--- config.mk ---
export PLATFORM = sky130hd
export DESIGN_NAME = unif_event_monitor
export DESIGN_NICKNAME = d
export VERILOG_FILES = /design/src/rtl/unif_event_monitor.sv
export SDC_FILE = /design/constraint.sdc
export NUM_CORES = 1
export LEC_CHECK = 0
export BUFFER_PORTS_ARGS = -buffer_cell sky130_fd_sc_hd__buf_2
export CAP_MARGIN = 40
export CORE_UTILIZATION = 59
export CTS_CLUSTER_DIAMETER = 200
export CTS_CLUSTER_SIZE = 30
export DETAILED_ROUTE_END_ITERATION = 12
export PLACE_DENSITY = 0.84
export SETUP_SLACK_MARGIN = 0.02
export SLEW_MARGIN = 15
export SYNTH_ARGS = -nofsm -noshare
export SYNTH_HDL_FRONTEND = slang
export SYNTH_SLANG_ARGS = --single-unit
--- constraint.sdc ---
create_clock -name clk -period 4.7 [get_ports clk]
set_input_delay 0.94 -clock clk [delete_from_list [all_inputs] [get_ports clk]]
set_output_delay 0.94 -clock clk [all_outputs]
set_load 0.005 [all_outputs]
--- src/rtl/unif_event_monitor.sv ---
// Receiver for the two-channel uniform-delay event stream: synchronizes the lines,
// measures the start-to-event delay, checks it against per-channel windows and keeps statistics.
module unif_event_monitor #(
    parameter int DW      = 8,
    parameter int CW      = 16,
    parameter int B0_MIN  = 3,
    parameter int B0_MAX  = 5,
    parameter int B1_MIN  = 0,
    parameter int B1_MAX  = 3,
    parameter int TIMEOUT = 16
) (
    input  logic          clk,
    input  logic          rst_n,
    input  logic          start,
    input  logic          bit0,
    input  logic          bit1,
    output logic          res_valid,
    input  logic          res_ready,
    output logic          res_chan,
    output logic [DW-1:0] res_delay,
    output logic          res_ok,
    output logic          res_timeout,
    output logic          res_both,
    output logic [CW-1:0] cnt0,
    output logic [CW-1:0] cnt1,
    output logic [CW-1:0] err_cnt,
    output logic          busy
);

    typedef enum logic [1:0] {IDLE, WAIT, REPORT} state_t;

    state_t        state;
    logic [DW-1:0] delay_cnt;
    logic [2:0]    sync1, sync2, prev;
    logic          start_edge, e0, e1;
    logic          in_win0, in_win1;
    logic          handshake;
    logic          err_inc;

    function automatic logic [CW-1:0] sat_inc(input logic [CW-1:0] v);
        return (v == '1) ? v : v + CW'(1);
    endfunction

    // Bit order {bit1, bit0, start}; all three lines see identical latency.
    always_ff @(posedge clk or negedge rst_n) begin
        if (!rst_n) begin
            sync1 <= '0;
            sync2 <= '0;
            prev  <= '0;
        end else begin
            sync1 <= {bit1, bit0, start};
            sync2 <= sync1;
            prev  <= sync2;
        end
    end

    assign start_edge = sync2[0] & ~prev[0];
    assign e0         = sync2[1] & ~prev[1];
    assign e1         = sync2[2] & ~prev[2];

    assign in_win0   = (int'(delay_cnt) >= B0_MIN) && (int'(delay_cnt) <= B0_MAX);
    assign in_win1   = (int'(delay_cnt) >= B1_MIN) && (int'(delay_cnt) <= B1_MAX);
    assign handshake = (state == REPORT) && res_ready;

    // One error increment per cycle, however many causes coincide.
    always_comb begin
        err_inc = 1'b0;
        case (state)
            IDLE:    err_inc = e0 | e1;
            WAIT:    err_inc = start_edge;
            REPORT:  err_inc = start_edge | e0 | e1 | (res_ready & ~res_ok);
            default: err_inc = 1'b0;
        endcase
    end

    always_ff @(posedge clk or negedge rst_n) begin
        if (!rst_n) begin
            state       <= IDLE;
            delay_cnt   <= '0;
            res_valid   <= 1'b0;
            busy        <= 1'b0;
            res_chan    <= 1'b0;
            res_delay   <= '0;
            res_ok      <= 1'b0;
            res_timeout <= 1'b0;
            res_both    <= 1'b0;
            cnt0        <= '0;
            cnt1        <= '0;
            err_cnt     <= '0;
        end else begin
            if (err_inc) err_cnt <= sat_inc(err_cnt);
            case (state)
                IDLE: begin
                    if (start_edge) begin
                        state     <= WAIT;
                        busy      <= 1'b1;
                        delay_cnt <= '0;
                    end
                end
                WAIT: begin
                    // An event in the TIMEOUT cycle takes priority over the timeout.
                    if (e0 || e1) begin
                        state       <= REPORT;
                        res_valid   <= 1'b1;
                        res_delay   <= delay_cnt;
                        res_chan    <= e1;
                        res_both    <= e0 & e1;
                        res_timeout <= 1'b0;
                        res_ok      <= e1 ? (~e0 & in_win1) : in_win0;
                    end else if (delay_cnt == DW'(TIMEOUT)) begin
                        state       <= REPORT;
                        res_valid   <= 1'b1;
                        res_delay   <= DW'(TIMEOUT);
                        res_chan    <= 1'b0;
                        res_both    <= 1'b0;
                        res_timeout <= 1'b1;
                        res_ok      <= 1'b0;
                    end else begin
                        delay_cnt <= delay_cnt + DW'(1);
                    end
                end
                REPORT: begin
                    if (handshake) begin
                        state     <= IDLE;
                        res_valid <= 1'b0;
                        busy      <= 1'b0;
                        if (!res_timeout && !res_chan) cnt0 <= sat_inc(cnt0);
                        if (!res_timeout && res_chan)  cnt1 <= sat_inc(cnt1);
                    end
                end
                default: begin
                    state     <= IDLE;
                    res_valid <= 1'b0;
                    busy      <= 1'b0;
                end
            endcase
        end
    end

endmodule

==> results.md <==
* Status: completed
* Starting density of the core at 0.616
* Clock skew at 0.00805 ns
* Worst setup SP type: primary input
* Dpl cell area at 4110 um^2
* Mapped Area at 3690 um^2
* Clk buf depth at 2
* Final worst slack at about 2.5 ns
* Detailed Route Iter0 Violations at 99
* Total die area at between 6000 and 7000 um^2
* Root Buffer: clkbuf_8
* WP data required at 4.92 ns
* # rows at 28
* Period minus WS final at 2.20 ns
* Total negative slack at 0 ns
* CTS Buf Count at 9
* Crit end category: register
* DRT Pass-1 Iters at 4
* Critical Path Source: res_ready
* Worst path bufs/invs at 1
* Met1 Use GR at 0.306
* Total global routing overflow at 0
* GR Layer Usage met2 at 0.370
* Global router's overall resource usage at 0.229
* Clock Sinks at 81
* Final setup violation count at 0
* Crit path to: cnt1[14]
* CTS H-tree lvls at 3
* Primary FF master, synth: dfrtp_1
* Reg clk slew, reported paths at 0.07 ns
* Antenna Cells at 0
* Cell area after layout at 4290 um^2
* Busiest grt layer: met2
* PD cells at 394 nW/um^2
* Synth warn at 0
* Unrepaired setup endpoints after global routing: false
* Hold-fix buffer count after cts at 0
* Area Overhead vs Synth at 16.3%
* Hold Path Class: register to register
* Number of global-route vias before repair at approximately 2.6k
* RR Endpoint: cnt1[14]
* R2R depth at 5
* Layout cells sized above 1 at 0.262
* Resized Gates After CTS at 0
* Antenna violations before repair at 0
* IR drop worst, VDD at 0.317 mV
* Slew Viols, Final at 0
* Area of the core at 5990 um^2
* Count of different cell masters after synthesis at 47
* Post-CTS setup buffers at 0
* Largest stage delay, worst path at 0.46 ns
* Die H at 81.1 um
* CTS tree: done
* GPL Wtd Cong at about 0.91
* Leak at between 2 and 2.5 nW
* # IOs at ~70
* Largest net degree at the start of global routing at 45
* CP top delay family: simple AND/OR/NAND/NOR gates
* Later-pin clock latency in the skew report at around 0.33 ns
* Worst-path fanout max at 5
* Antenna Violating Nets Remaining at 0
* Number of remaining DRC errors at 0
* First-pass GRT wire length at about 11,000 um
* Mapped Nets at 346
* Vias at between 2k and 3k
* Reg2reg setup slack at approximately 2.6 ns
* CP max-delay cell: nor3_1
* Fmax achieved at 455 MHz
* Routed vias/inst at between 5 and 6
* WL final at 7030 um
* Detailed placement HPWL at between 5000 and 6000 um
* Mapped Cells at around 330
* Die width at roughly 81 um
* Layout Nets at 420
* Final cycle utilization of the critical path at 0.468
* Wire length per cell at 14.4 um
* Critical path class: primary input to register
* Worst path cell trace: buf_2 -> and4bb_2 -> nand2_1 -> nor3_1 -> and3_1 -> mux2_2
* IO buf count at 67
* Seq cells post-synth at 81
* Endpoints failing hold at 0
* Reg-to-Reg Start: cnt1[0]
* Syn Area/Cell at between 10 and 15 um^2
* Commonest non-fill, non-tap cell in the layout: dfrtp_1
* Asr flop ratio synth at 1.00
* Slew headroom at 0.580
* Seq/Total Area, Yosys at 0.549
* Most frequent cells in the layout: dfrtp_1, buf_2, nand3_1, nor2_1
* Worst Path Arrival at roughly 2.4 ns
* Dpl ws at 1.93 ns
* Worst Max-Slew Pin Slew at between 0.6 and 0.7 ns
* GR Util met3 at 0.0449
* Max-cap violations at 0
* CP Depth at 6
* EDFF count, synth at 0
## cell usage after synthesis, drive strengths merged, types with 2 or more instances
master	n	area, um^2
a31oi	4	25.0
nand3	31	155
nor3	11	60.1
clkbuf	4	15.0
nand2	25	96.4
nor4	6	43.8
nor2b	6	37.5
a22o	7	68.8
buf	2	16.3
nor2	27	101
inv	7	26.3
nand2b	8	50.1
o31ai	3	36.3
xor2	17	149
nand4	13	81.3
ha	6	75.1
xnor2	24	210
o21ai	7	35.0
dfrtp	81	2030
mux2	9	101
a21oi	4	20.0
and3	13	81.3
## report_power, final
| group | internal [mW] | switching (mW) |
|---|---|---|
| combinational | 0.170 | 0.168 |
| sequential | 0.794 | 0.109 |
| clock | 0.219 | 0.230 |
| total | 1.18 | 0.508 |
## logic make-up (layout without fill, tap and decap cells)
family | count (synthesis) | in the layout | synth area share
simple gates | 148 | 148 | 0.214
flops | 81 | 81 | 0.549
xor+xnor | 41 | 41 | 0.0973
compound gates | 36 | 36 | 0.0763
buf+inv | 13 | 92 | 0.0156
mux | 9 | 9 | 0.0274
fa+ha+maj | 6 | 6 | 0.0203
## state kept, by name, indices dropped and copies added (netlist names)
register / flops
delay_cnt: 8
res_timeout: 1
cnt1: 16
cnt0: 16
res_delay: 8
sync1: 3
res_chan: 1
err_cnt: 16
res_valid: 1
busy: 1
state: 2
prev: 3
res_ok: 1
sync2: 3
res_both: 1
## layout make-up
cell class / instances / area, um^2
Sequential cell: 81 / 2030
Fill cell: 416 / 1700
Multi-Input combinational cell: 240 / 1610
Timing Repair Buffer: 69 / 365
Clock buffer: 13 / 159
Tap cell: 75 / 93.8
Inverter: 7 / 26.3
Clock inverter: 3 / 15.0
## through the flow
step | util | power, mW | hold WS [ns] | cells
3_3_place_gp | 0.683 | 1.23 | 0.332 | 470
6_report | 0.717 | 1.69 | 0.352 | 488
2_1_floorplan | - | 1.10 | 0.331 | 334
4_1_cts | 0.716 | 1.70 | 0.352 | 487
5_1_grt | 0.717 | 1.79 | 0.358 | 488
3_5_place_dp | 0.687 | 1.25 | 0.335 | 471
## per-layer routing
metal | vias up | share of wire
li1 | 1327 | -
met1 | 1366 | 0.45
met2 | 78 | 0.50
met3 | 6 | 0.041
met4 | 0 | 0.0091
met5 | - | 0
## worst register-to-register path, stage by stage, from the launching register on
cell and delay, ns:
dfrtp_1 0.44, ha_1 0.22, nand3_1 0.21, nor3_1 0.54, and3_1 0.24, mux2_2 0.32
## worst min path at each step
stage	slack (ns)	from	endpoint	cells after the start
2_1_floorplan	0.33	sync1[0]	sync2[0]	0
3_3_place_gp	0.33	sync1[0]	sync2[0]	0
3_5_place_dp	0.33	sync1[0]	sync2[0]	0
4_1_cts	0.35	sync1[0]	sync2[0]	0
5_1_grt	0.36	sync1[0]	sync2[0]	0
6_report	0.35	sync1[0]	sync2[0]	0
No activity file was read; power rests on OpenSTA's default activity.
